## src/rtl/secded_stream_decoder.sv

```systemverilog
// Two-stage pipelined extended-Hamming SECDED decoder on a valid/ready stream with saturating error counters.
// Optional feature macro: SECDED_ERR_POS_EN adds the out_pos port (corrected bit position).
module secded_stream_decoder #(
  parameter int P_W = 4,
  parameter int CNT_W = 8,
  localparam int CODE_W = 1 << P_W,
  localparam int DATA_W = CODE_W - P_W - 1
) (
  input  logic              clk,
  input  logic              reset,
  input  logic              in_valid,
  output logic              in_ready,
  input  logic [CODE_W-1:0] in_code,
  output logic              out_valid,
  input  logic              out_ready,
  output logic [CODE_W-1:0] out_word,
  input  logic              cnt_clr,
  output logic [CNT_W-1:0]  sgl_cnt,
  output logic [CNT_W-1:0]  dbl_cnt,
  output logic              idle
`ifdef SECDED_ERR_POS_EN
  ,
  output logic [P_W-1:0]    out_pos
`endif
);

  function automatic logic [P_W-1:0] calc_syn(input logic [CODE_W-1:0] code);
    logic [P_W-1:0] syn;
    syn = '0;
    for (int i = 1; i < CODE_W; i++) begin
      syn = syn ^ (P_W'(i) & {P_W{code[i]}});
    end
    return syn;
  endfunction

  function automatic logic calc_par(input logic [CODE_W-1:0] code);
    return ^code;
  endfunction

  // Data bits occupy every non-power-of-two position above 0, packed in ascending order.
  function automatic logic [DATA_W-1:0] extract_data(input logic [CODE_W-1:0] code);
    logic [DATA_W-1:0] data;
    logic              is_data;
    int                k;
    data = '0;
    k    = 0;
    for (int i = 1; i < CODE_W; i++) begin
      is_data = ((i & (i - 1)) != 0);
      data    = data | (DATA_W'(code[i] && is_data) << k);
      k       = k + (is_data ? 32'sd1 : 32'sd0);
    end
    return data;
  endfunction

  logic              s1_valid_r;
  logic [CODE_W-1:0] s1_code_r;
  logic [P_W-1:0]    s1_syn_r;
  logic              s1_par_r;
  logic              s1_load_s;
  logic              s2_load_s;
  logic              hs_s;
  logic [CODE_W-1:0] flip_s;
  logic [CODE_W-1:0] fixed_s;
  logic              sgl_s;
  logic              dbl_s;
  logic [CODE_W-1:0] word_s;

  assign s2_load_s = !out_valid || out_ready;
  assign s1_load_s = !s1_valid_r || s2_load_s;
  assign in_ready  = reset && s1_load_s;
  assign hs_s      = out_valid && out_ready;
  assign idle      = !s1_valid_r && !out_valid;

  // Stage 1: capture the codeword with its syndrome and overall parity.
  always_ff @(posedge clk or negedge reset) begin
    if (!reset) begin
      s1_valid_r <= 1'b0;
      s1_code_r  <= '0;
      s1_syn_r   <= '0;
      s1_par_r   <= 1'b0;
    end else if (s1_load_s) begin
      s1_valid_r <= in_valid;
      s1_code_r  <= in_code;
      s1_syn_r   <= calc_syn(in_code);
      s1_par_r   <= calc_par(in_code);
    end else begin
      s1_valid_r <= s1_valid_r;
      s1_code_r  <= s1_code_r;
      s1_syn_r   <= s1_syn_r;
      s1_par_r   <= s1_par_r;
    end
  end

  // Correction: odd parity means one flipped bit at index syn (index 0 is p0 itself).
  always_comb begin
    flip_s = '0;
    if (s1_par_r) begin
      flip_s[s1_syn_r] = 1'b1;
    end else begin
      flip_s = '0;
    end
    fixed_s = s1_code_r ^ flip_s;
    sgl_s   = s1_par_r;
    dbl_s   = (s1_syn_r != '0) && !s1_par_r;
    word_s  = {dbl_s, sgl_s, {(P_W-1){1'b0}}, extract_data(fixed_s)};
  end

  // Stage 2: register the decoded word; holds while downstream stalls.
  always_ff @(posedge clk or negedge reset) begin
    if (!reset) begin
      out_valid <= 1'b0;
      out_word  <= '0;
    end else if (s2_load_s) begin
      out_valid <= s1_valid_r;
      if (s1_valid_r) begin
        out_word <= word_s;
      end else begin
        out_word <= out_word;
      end
    end else begin
      out_valid <= out_valid;
      out_word  <= out_word;
    end
  end

`ifdef SECDED_ERR_POS_EN
  // Error position travels with out_word; only meaningful for single errors.
  always_ff @(posedge clk or negedge reset) begin
    if (!reset) begin
      out_pos <= '0;
    end else if (s2_load_s && s1_valid_r) begin
      out_pos <= s1_par_r ? s1_syn_r : '0;
    end else begin
      out_pos <= out_pos;
    end
  end
`endif

  // Saturating counters, counted on output handshake; clear wins over a same-cycle count.
  always_ff @(posedge clk or negedge reset) begin
    if (!reset) begin
      sgl_cnt <= '0;
      dbl_cnt <= '0;
    end else if (cnt_clr) begin
      sgl_cnt <= '0;
      dbl_cnt <= '0;
    end else begin
      if (hs_s && out_word[CODE_W-2] && (sgl_cnt != {CNT_W{1'b1}})) begin
        sgl_cnt <= sgl_cnt + CNT_W'(1);
      end else begin
        sgl_cnt <= sgl_cnt;
      end
      if (hs_s && out_word[CODE_W-1] && (dbl_cnt != {CNT_W{1'b1}})) begin
        dbl_cnt <= dbl_cnt + CNT_W'(1);
      end else begin
        dbl_cnt <= dbl_cnt;
      end
    end
  end

endmodule

```

## config.mk

```make
export PLATFORM = sky130hd
export DESIGN_NAME = secded_stream_decoder
export DESIGN_NICKNAME = d
export VERILOG_FILES = /design/src/rtl/secded_stream_decoder.sv
export SDC_FILE = /design/constraint.sdc
export NUM_CORES = 1
export LEC_CHECK = 0
export CAP_MARGIN = 20
export CORE_ASPECT_RATIO = 0.7
export CORE_MARGIN = 10
export CORE_UTILIZATION = 50
export CTS_BUF_LIST = sky130_fd_sc_hd__clkbuf_2
export DETAILED_ROUTE_END_ITERATION = 8
export PLACE_DENSITY = 0.8
export RECOVER_POWER = 100
export SLEW_MARGIN = 30
export SYNTH_ARGS = -nofsm -noshare
export SYNTH_HDL_FRONTEND = slang
export SYNTH_SLANG_ARGS = --single-unit
```

## constraint.sdc

```tcl
create_clock -name clk -period 1.7 [get_ports clk]
set_input_delay 0.425 -clock clk [delete_from_list [all_inputs] [get_ports clk]]
set_output_delay 0.425 -clock clk [all_outputs]
set_load 0.02 [all_outputs]
```

==> metrics.cfg <==
[run_status]
violations=setup timing
status=complete, but fails checks

[global_route]
grt_overflow_total=0
grt_pass1_vias=1885
grt_use_total=0.1377
grt_pass1_wl_microns=8811
antenna_found_initial=0
grt_max_degree=48

[timing]
tns_ns=-0.03775
finalMaxSlewViolations=0
worst_slack_ns=-0.03775
finalHoldViolCount=0
finClkSkew_ns=0.01900
rsz0062_at_grt=true
setup_viol=1
min_period_ns=1.738
max_freq_mhz=575.5
slew_headroom=0.6131
tightest_slew_ns=0.5804
finalCritPeriodShare=1.022
holdWs_ns=0.05547

[finish]
nFillCells=352
syn_to_final_growth_pct=33.98
post-route-util=0.7137
final_layout_size_suffix_gt1_frac=0.2351
fin_area_sq_um=3197
layout_common_cells=dfrtp_1 (46), xnor2_1 (41), nor2_1 (39)
final_common_cell=dfrtp_1
diodes=0
layoutNonFillerInstCount=374
final_nets=341

[placed_design]
io_buffers=52
placedInstanceArea_sq_um=3117
dp_slack_ns=-0.5510
post-place-cells=355
place_hpwl_microns=4139
routabilityCongestion=0.7837

[critical_path]
worstPathRequired_ns=1.27
critPathKind=flop to primary output
cp-end-kind=primary output
path_max_fanout=4
crit_arrival_ns=1.31
r2r_setup_slack_ns=0.06
cp-start-kind=flop

[cts]
clockRootBuffer=clkbuf_2
postCtsHoldBufs=0
cts_sinks=47
path_clk_slew_ns=0.24
cts_tree=yes
clk_latency_ns=0.44
ctsHtreeMaxLevel=2
numCtsBuffers=5
clockBufferDepth=2

[yosys]
yosysWarnings=0
synth_cell_types=28
syn_inst=231
synth_top_area_share=0.4929
avgSynthCellArea_sq_um=10.33
synth-main-ff-cell=dfrtp_1
syn_area_sq_um=2386
ys_top_cells_by_area=dfrtp_1 (49%), xnor2_1 (15%), mux2_2 (6.6%)
synth_edf_count=0
synthArstFlopShare=1.000
ys_seq_area_frac=0.4929
yosys.area.top_type=dfrtp_1
synth-seq-cells=47

[route]
drt_drc_violations_left=0
dr.pass1.iters=6
dr_total_vias=1890
via_per_inst=5.053
drtAntennaViolNets=0
wl_per_cell_microns=14.75
wl_microns=5515
drt_iter0_drc=50

[power_and_ir_drop]
vdd_ir_drop_max_mv=0.4307
p_comb_frac=0.365
switching_share=0.3624
p_switching_mw=1.121
power.share.clock=0.154
p_leak_nw=1.374
powerDensity_nw_per_um2=967.8
seqPwrFrac=0.481
intPower_mw=1.973
power_mw=3.094

[min_path]
hold_path_class=input port to async pin

[floorplanning]
die_h_microns=77.80
dieArea_sq_um=7979
num_rows=20
coreArea_sq_um=4479
die_w_microns=102.6
start_util=0.5327
ios=56

[job]
cap_violations=0

[power by group through the flow]
stage / Clock (mW) / Combinational [mW] / Sequential [mW]
after floorplan: 0 / 0.567 / 1.61
after global placement: 0 / 1.16 / 1.50
after detailed placement: 0 / 1.19 / 1.51
after CTS: 0.492 / 1.12 / 1.49
after global routing: 0.529 / 1.23 / 1.52
final: 0.476 / 1.13 / 1.49
[final timing paths]
path	to	from	cells after the start
max	in_ready	out_valid	3
max reg2reg	dbl_cnt[7]	dbl_cnt[0]	6
min	out_valid	reset	2
min in group clk	out_valid	out_ready	4
min reg2reg	out_word[7]	out_word[7]	2
max in group asynchronous	dbl_cnt[2]	reset	2
[logic make-up after synthesis]
family                     after synthesis  synth area share
AOI/OAI and AO/OA                       24           0.05349
DFF                                     47            0.4929
muxes                                   17           0.08075
and+or+nand+nor                         78            0.1547
other                                    1          0.001572
xor gates and xnor gates                48            0.1793
buffers and inverters                   14           0.02674
adders and majority gates                2           0.01049
[registers in the layout, indices dropped and copies added, names as in the netlist]
| name | flops |
|---|---|
| out_word | 13 |
| s1_code_r | 11 |
| dbl_cnt | 8 |
| sgl_cnt | 8 |
| s1_syn_r | 4 |
| out_valid | 1 |
| s1_par_r | 1 |
| s1_valid_r | 1 |
[area by class of cell]
| type | instances | area (sq um) | area share |
|---|---|---|---|
| clock inverter | 2 | 12.51 | 0.003914 |
| sequential | 47 | 1177 | 0.3683 |
| multi-input combinational | 173 | 1175 | 0.3675 |
| clock buffer | 6 | 30.03 | 0.009393 |
| timing repair buffer | 87 | 718.2 | 0.2247 |
| tap | 55 | 68.82 | 0.02153 |
| inverter | 4 | 15.01 | 0.004697 |
[worst max-delay path, stage by stage, from the launching register on]
cell,delay [ns]
dfrtp_1,0.47
nand3b_1,0.14
and2_4,0.16
buf_6,0.11
[synthesized netlist by cell type, drive strengths merged, types with 5 or more instances]
cell,number
buf,5
nand2,5
nor3,5
o21ai,6
clkbuf,5
xor2,7
dfrtp,47
a21oi,18
xnor2,41
nand2b,5
nor2,39
nand3,7
mux2,15
[timing repair]
item,CTS,global route
gates resized for setup,44,27
buffers inserted,5,5
pin swaps,0,4
cloned,0,1
endpoints found under the setup margin,32,21
[routing by layer]
layer	share of wire	wire length [microns]	global-route usage
met3	0.072	396	0.03717
met2	0.45	2497	0.2104
met1	0.46	2532	0.1784
met5	0	0	0
met4	0.016	89	0.05899
No activity file was read; power rests on OpenSTA's default activity.
